<file path="config.mk">
export PLATFORM = sky130hd
export DESIGN_NAME = concat_packer
export DESIGN_NICKNAME = d
export VERILOG_FILES = /design/src/rtl/concat_pkg.sv /design/src/rtl/concat_slot.sv /design/src/rtl/concat_packer.sv
export SDC_FILE = /design/constraint.sdc
export NUM_CORES = 1
export LEC_CHECK = 0
export ABC_AREA = 0
export BUFFER_PORTS_ARGS = -buffer_cell sky130_fd_sc_hd__clkbuf_2
export CORE_AREA = 2 2 39 41
export DETAILED_ROUTE_END_ITERATION = 6
export DIE_AREA = 0 0 41 43
export GPL_TIMING_DRIVEN = 0
export PLACE_DENSITY_LB_ADDON = 0.3
export SLEW_MARGIN = 20
export SYNTH_ARGS = -nofsm -noshare
export SYNTH_HDL_FRONTEND = slang
export SYNTH_SLANG_ARGS = --single-unit
export TNS_END_PERCENT = 10
</file>
<file path="constraint.sdc">
create_clock -name clk -period 1.87 [get_ports clk]
set_clock_uncertainty 0.1 [all_clocks]
set_input_delay 0.187 -clock clk [delete_from_list [all_inputs] [get_ports clk]]
set_output_delay 0.187 -clock clk [all_outputs]
set_load 0.05 [all_outputs]
</file>
<file path="src/rtl/concat_pkg.sv">
// Shared helpers for the chunk packer: where each chunk lands in the wide
// word, and how wide the chunk-count field has to be.
package concat_pkg;

  function automatic int slot_lsb(input int idx, input int w, input int n,
                                  input bit msb_first);
    return msb_first ? (n - 1 - idx) * w : idx * w;
  endfunction

  function automatic int count_width(input int n);
    return $clog2(n + 1);
  endfunction

endpackage

</file>
<file path="src/rtl/concat_slot.sv">
// One-entry valid/ready holding register. A load always wins over a drain,
// so a back-to-back drain and reload keeps valid high with the new word.
module concat_slot #(
  parameter int DW = 8
) (
  input  logic          clk,
  input  logic          reset,
  input  logic          load_i,
  input  logic [DW-1:0] data_i,
  input  logic          ready_i,
  output logic          valid_o,
  output logic [DW-1:0] data_o
);

  logic          valid_q, valid_d;
  logic [DW-1:0] data_q, data_d;

  always_comb begin
    valid_d = valid_q;
    data_d  = data_q;
    if (load_i) begin
      valid_d = 1'b1;
      data_d  = data_i;
    end else if (valid_q && ready_i) begin
      valid_d = 1'b0;
    end
  end

  always_ff @(posedge clk) begin
    if (!reset) begin
      valid_q <= 1'b0;
      data_q  <= '0;
    end else begin
      valid_q <= valid_d;
      data_q  <= data_d;
    end
  end

  assign valid_o = valid_q;
  assign data_o  = data_q;

endmodule

</file>
<file path="src/rtl/concat_packer.sv">
// Collects N chunks of W bits into one N*W-bit word, with a flush that
// emits a zero-padded partial word. The finished word sits in concat_slot.
module concat_packer
  import concat_pkg::*;
#(
  parameter int W         = 1,
  parameter int N         = 2,
  parameter bit MSB_FIRST = 1'b1
) (
  input  logic                   clk,
  input  logic                   reset,
  input  logic [W-1:0]           in_data,
  input  logic                   in_valid,
  output logic                   in_ready,
  input  logic                   flush,
  output logic [N*W-1:0]         out_data,
  output logic [$clog2(N+1)-1:0] out_count,
  output logic                   out_valid,
  input  logic                   out_ready
);

  localparam int DW   = N * W;
  localparam int CW   = count_width(N);
  localparam int CNTW = $clog2(N);
  localparam logic [CNTW-1:0] LAST_IDX = CNTW'(N - 1);

  logic [CNTW-1:0] cnt_q, cnt_d;
  logic [DW-1:0]   acc_q, acc_d, merged;
  logic            slot_free, accept, complete, do_flush, load;
  logic [CW-1:0]   load_count;
  logic [DW+CW-1:0] slot_data;

  assign slot_free = !out_valid || out_ready;
  assign in_ready  = (cnt_q != LAST_IDX) || slot_free;
  assign accept    = in_valid && in_ready;
  assign complete  = accept && (cnt_q == LAST_IDX);
  // A flush never competes with a completing word; that word already carries
  // everything accumulated, so it simply takes precedence.
  assign do_flush  = flush && slot_free && !complete && ((cnt_q != '0) || accept);
  assign load      = complete || do_flush;

  always_comb begin
    merged = acc_q;
    if (accept) begin
      merged = acc_q | (DW'(in_data) << slot_lsb(int'(cnt_q), W, N, MSB_FIRST));
    end
  end

  always_comb begin
    load_count = CW'(cnt_q) + CW'(accept);
    if (complete) begin
      load_count = CW'(N);
    end
  end

  always_comb begin
    cnt_d = cnt_q;
    acc_d = acc_q;
    if (load) begin
      cnt_d = '0;
      acc_d = '0;
    end else if (accept) begin
      cnt_d = cnt_q + CNTW'(1);
      acc_d = merged;
    end
  end

  always_ff @(posedge clk) begin
    if (!reset) begin
      cnt_q <= '0;
      acc_q <= '0;
    end else begin
      cnt_q <= cnt_d;
      acc_q <= acc_d;
    end
  end

  concat_slot #(
    .DW(DW + CW)
  ) u_slot (
    .clk     (clk),
    .reset   (reset),
    .load_i  (load),
    .data_i  ({load_count, merged}),
    .ready_i (out_ready),
    .valid_o (out_valid),
    .data_o  (slot_data)
  );

  assign {out_count, out_data} = slot_data;

endmodule

</file>
After elaboration in Yosys (flattened, before gate mapping)
Cells that the tools add are included.

Flip-flop bits (word level): 8. Bits in latches: 0. RAM bits: 0. Memory bits (read-only): 0. Bits of input ports: 6. Output and inout port bits: 6. Logic and storage cells: 29. Memories: 0.

Add/sub/neg operators: 3. $mul: 0. Div/mod/pow operators: 0. $lt $le $gt $ge: 0. Eq/ne operators: 0. Shift operators: 1. Mux-type cells: 4. Bitwise gates (word level): 3. Reductions and logical operators: 14.

Operators with widths (count): $shl A1 B32 Y2 (1); $logic_and A1 B1 Y1 (6); $logic_or A1 B1 Y1 (4); $mux W2 (2); $add A1 B1 Y2 (1); $logic_not A1 Y1 (2); $mux W1 (2); $not A1 Y1 (2); $or A2 B2 Y2 (1); $reduce_bool A2 Y1 (1); $reduce_or A2 Y1 (1); $sub A1 B1 Y2 const A (1); $add A1 B1 Y1 const B (1).

Longest topological paths before layout
Depth in word-level cells: 10. Gate-level depth with buffers: 5. Depth with buffers taken out: 5.

Hierarchy
Synthesis repeated with hierarchy kept, for this count alone.

Cells, all modules: 35. Area, all modules: 354.1 um^2.

By module, submodules not included: concat_slot (instances 1, cells an instance 16, area each 190.2 um^2, seq. area each 100.1 um^2); concat_packer (instances 1, cells an instance 19, area each 163.9 um^2, seq. area each 60.1 um^2).

Worst setup path after synthesis
No wires, ideal clock.

Path kind: reg2reg. Start: register u_slot.valid_q (netlist: u_slot.valid_o). End: register u_slot.data_q[0] (netlist: u_slot.data_o[0]). Library setup time: 0.119 ns. Arrival: 2.231 ns. Data required time: 1.651 ns. Path slack: -0.580 ns. Stages on the path, launching flop included: 6. Buffers on the path: 0. Clock period less this slack: 2.450 ns. Cell sequence: dfxtp_1 -> nand3b_1 -> and2_1 -> ha_1 -> or2_2 -> o221a_2.

Longest elaborated chain between the ends: 9. Elaborated cells on any way between the ends: 12. Those cells by class: mux: 1; reduce/logical: 11.

Ends and longest elaborated chain: start, declared (RTL line concat_slot.sv:15) `logic valid_q, valid_d;`; start signal, assigned (RTL line concat_slot.sv:34) `valid_q <= valid_d;`; $logic_not A1 Y1 * (RTL line concat_packer.sv:33) `assign slot_free = !out_valid || out_ready;`; $logic_or A1 B1 Y1 * (RTL line concat_packer.sv:33); $logic_or A1 B1 Y1 * (RTL line concat_packer.sv:34) `assign in_ready = (cnt_q != LAST_IDX) || slot_free;`; named net in_ready (RTL line concat_packer.sv:14) `output logic in_ready,`; $logic_and A1 B1 Y1 * (RTL line concat_packer.sv:35) `assign accept = in_valid && in_ready;`; $logic_and A1 B1 Y1 (RTL line concat_packer.sv:36) `assign complete = accept && (cnt_q == LAST_IDX);`; $logic_not A1 Y1 (RTL line concat_packer.sv:39) `assign do_flush = flush && slot_free && !complete && ((cnt_q != '0) || accept);`; $logic_and A1 B1 Y1 (2 in series) (RTL line concat_packer.sv:39); $logic_or A1 B1 Y1 (RTL line concat_packer.sv:40) `assign load = complete || do_flush;`; end signal, assigned (RTL line concat_slot.sv:35) `data_q <= data_d;`; end, declared (RTL line concat_slot.sv:16) `logic [DW-1:0] data_q, data_d;`.

The timed path passes the listed nets; every way through them passes the cells marked *. A chain may end at the register's enable or synchronous reset.

Worst setup path in the final report
Start: register cnt_q. End: register cnt_q.

Longest elaborated chain between the ends: 9. Elaborated cells on any way between the ends: 11. Those cells by class: add/sub: 1; bitwise: 1; reduce/logical: 9.

Ends and longest elaborated chain: start, declared (RTL line concat_packer.sv:27) `logic [CNTW-1:0] cnt_q, cnt_d;`; start signal, assigned (RTL line concat_packer.sv:73) `cnt_q <= cnt_d;`; $not A1 Y1 (RTL line concat_packer.sv:34); $logic_or A1 B1 Y1 (RTL line concat_packer.sv:34); $logic_and A1 B1 Y1 (RTL line concat_packer.sv:35); $logic_and A1 B1 Y1 (RTL line concat_packer.sv:36); $logic_not A1 Y1 (RTL line concat_packer.sv:39); $logic_and A1 B1 Y1 (2 in series) (RTL line concat_packer.sv:39); $logic_or A1 B1 Y1 (RTL line concat_packer.sv:40); $reduce_or A2 Y1 (no line).

Parallel ways exist; a longest one is shown, timed or not.

==> summary.md <==
## Clock tree
• clock latency reported for the late side of the worst-skew pair: 0.26 ns
• Post CTS Setup Buffer Count: 0
• Num CTS Buffers: 3
• post-CTS sizing: 0
• Clock Tree Root: sky130_fd_sc_hd__clkbuf_4
• Sink Count: 8
• Post-CTS Hold Fix Bufs: 0
• clock tree buffer depth: 2
• clock transition at the registers of the reported paths: 0.06 ns
• number of levels in the clock H-tree: 1
• clock tree from TritonCTS: built

## Routing
• vias: 294
• Initial DRT Pass Iterations: 2
• Avg WL per Cell: 11.3 um
• Via-to-Cell Ratio: 4.59
• initial drt markers: 1
• Antenna Nets Post-Route: 0
• wirelength, routed: 720 um
• Remaining DRCs: 0

## Yosys
• area share of and/or/nand/nor cells after synthesis: 23.3%
• number of different library cells in the post-synthesis netlist: 23
• Syn Nets: 41
• mux contribution to synthesized area: 5.48%
• main combinational cell family by area after synthesis: simple AND/OR/NAND/NOR gates
• xor/xnor share of the synthesized area: 0%
• synthesized-area fraction occupied by ao, oa, aoi and oai cells: 21.9%
• number of warnings printed during yosys synthesis: 0
• Post-Synth Adder-Cell Area: 3.42%
• Syn Area/Cell: 10.7 sq um
• post-synthesis register bit count: 8
• EDFF count, synth: 0
• most instantiated flip-flop cell in the synthesis netlist: sky130_fd_sc_hd__dfxtp_1
• Async S/R FF share, synth: 0%
• sequential fraction of the synthesis area: 43.8%
• Gate Count Post-Synth: 34
• cell area after synthesis: 365 sq um

## Placed design
• number of buffer cells added on primary ports: 10
• last weighted congestion value of the routability-driven placer: 0.609
• total half-perimeter wirelength after legalization and detailed placement: 519 um
• post-placement worst setup slack: 0.355 ns

## Final layout
• commonest cells after routing, fill and taps aside: sky130_fd_sc_hd__clkbuf_2 (10), sky130_fd_sc_hd__dfxtp_1 (7), sky130_fd_sc_hd__nand2_1 (3), sky130_fd_sc_hd__clkbuf_4 (3)
• number of nets in the layout: 56
• antenna cell count: 0
• Syn-to-layout area delta: 28.8%
• fraction of final layout cells with drive strength greater than 1: 47.9%
• commonest non-fill, non-tap cell in the layout: sky130_fd_sc_hd__clkbuf_2

## Worst setup path
• Arr. time, crit path: 1.62 ns
• Register-to-Register Path Depth: 5
• Slowest cell on crit path: sky130_fd_sc_hd__dfxtp_1
• startpoint of the most critical register-to-register path: cnt_q$_SDFFE_PP0N_
• kind of end point of the critical path: flop
• highest fanout seen on the critical path: 7
• class of the most critical setup path: flop to flop
• Critical Path, Cell by Cell: nand3b_1 -> and2_1 -> ha_2 -> a31oi_4 -> and4_1
• endpoint required time on the critical path: 1.97 ns
• worst reg2reg endpoint: cnt_q$_SDFFE_PP0N_
• stage delay of the slowest cell on the critical path: 0.41 ns
• critical path startpoint category: flop
• setup slack of the worst register-to-register path: 0.35 ns

## Global route
• pin count of the biggest net entering global routing: 11
• initial antenna violation count: 0
• global-route wire length before repair: 1140 um
• GRT overflow: 0
• via count of the first global-routing pass: 270
• GRT Total Usage: 10.6%

## Run
• number of maximum-capacitance violations: 0

## Timing
• Hold WS: 0.202 ns
• unrepaired setup endpoints after global routing: no
• final number of max-transition violations: 0
• Setup Viol. Count Final: 0
• Setup WS post-layout: 0.349 ns
• highest clock frequency the design can meet: 658 MHz
• crit path time final: 1.52 ns
• final clock period utilization by the worst path: 81.3%
• actual slew at the worst max-slew pin: 0.364 ns
• final hold viol count: 0
• remaining max-slew budget at the tightest pin: 75.7%

## Die
• starting density of the core: 26.4%
• die boundary height: 43 um
• # IOs: 12
• Die X-Extent: 41 um
• Die Outline Area: 1760 sq um
• CORE AREA: 1380 sq um
• cell row count: 14

## Pwr
• PD cells: 941 nW/um^2
• clock power share: 34.6%
• proportion of total power due to net switching: 31.8%
• sequential group share of total power: 43.2%
• Comb pwr share: 22.2%
• leakage component of the power: 0.221 nW
• internal cell power: 0.000302 W
• peak ir drop on the vdd network: 0.444 mV
• net switching power figure: 0.000141 W
• total power: 0.000443 W

## Status
• outcome: completed

## Worst hold path
• worst-case hold path end point: u_slot.data_o[3]$_SDFFE_PN0P_
• hold path startpoint: reset
• depth of the worst hold-timing path: 2
• worst hold path type: input pin to flop

==> final cells by class <==
cell class	instances	area, sq um
flip-flops and latches	8	164
inverters	1	3.75
multi-input cells	24	203
clock buffers	4	26.3
well taps	16	20.0
repair buffers	10	50.0
fillers	151	913
plain buffers	1	3.75
==> cells in the mapped netlist (2+ instances only) <==
cell type	n	area (sq um)
sky130_fd_sc_hd__nand2_1	3	11.3
sky130_fd_sc_hd__dfxtp_1	8	160
sky130_fd_sc_hd__and3_2	2	15.0
sky130_fd_sc_hd__mux2i_1	2	20.0
==> power by group through the flow <==
| stage | logic, W | clock network, W | registers (W) |
|---|---|---|---|
| CTS | 0.0000994 | 0.000159 | 0.000192 |
| global route | 0.000105 | 0.000174 | 0.000193 |
| floorplan | 0.0000451 | 0 | 0.000226 |
| detailed placement | 0.0000993 | 0 | 0.000195 |
| finish | 0.0000985 | 0.000153 | 0.000191 |
| global placement | 0.0000994 | 0 | 0.000195 |
==> state kept, by name (all words and copies together), names as in the netlist <==
register and cells:
u_slot.valid_o 1, u_slot.data_o 4, cnt_q 1, acc_q 2
==> cell families after synthesis <==
logic type	after synthesis
buffers and inverters	2
muxes	2
adders and majority gates	1
AOI/OAI and AO/OA	8
and+or+nand+nor	13
DFF	8
==> through the flow <==
step	utilization [%]	std cells	setup TNS (ns)	area, sq um
final	34.0	64	0	470
after global routing	34.0	64	0	470
after CTS	34.0	64	0	470
after detailed placement	32.1	60	0	444
after global placement	32.1	60	0	444
after floorplan	-	34	-0.455	374
==> worst max-delay path by stage <==
stage,start,to,slack [ns],depth (start not counted)
CTS,cnt_q$_SDFFE_PP0N_,cnt_q$_SDFFE_PP0N_,0.33,5
finish,cnt_q$_SDFFE_PP0N_,cnt_q$_SDFFE_PP0N_,0.35,5
global placement,cnt_q$_SDFFE_PP0N_,u_slot.data_o[0]$_SDFFE_PN0P_,0.35,5
detailed placement,cnt_q$_SDFFE_PP0N_,u_slot.data_o[2]$_SDFFE_PN0P_,0.36,5
floorplan,u_slot.valid_o$_SDFFE_PN0P_,u_slot.data_o[0]$_SDFFE_PN0P_,-0.14,5
global route,cnt_q$_SDFFE_PP0N_,cnt_q$_SDFFE_PP0N_,0.24,5
==> per-layer routing <==
layer | wire (um) | vias to the layer above | GRT usage, %
met1 | 371 | 125 | 13.5
met3 | 52 | 4 | 7.85
met4 | 21 | 0 | 8.00
met5 | 0 | - | 0
met2 | 276 | 8 | 11.6
li1 | - | 157 | -
==> critical path, delay by kind of cell (launching register included) <==
kind / cells / cell delay (ns)
simple gates: 3 / 0.49
flops: 1 / 0.41
compound gates: 1 / 0.26
fa+ha+maj: 1 / 0.19
Note: power is estimated with default switching activity, not from simulation.
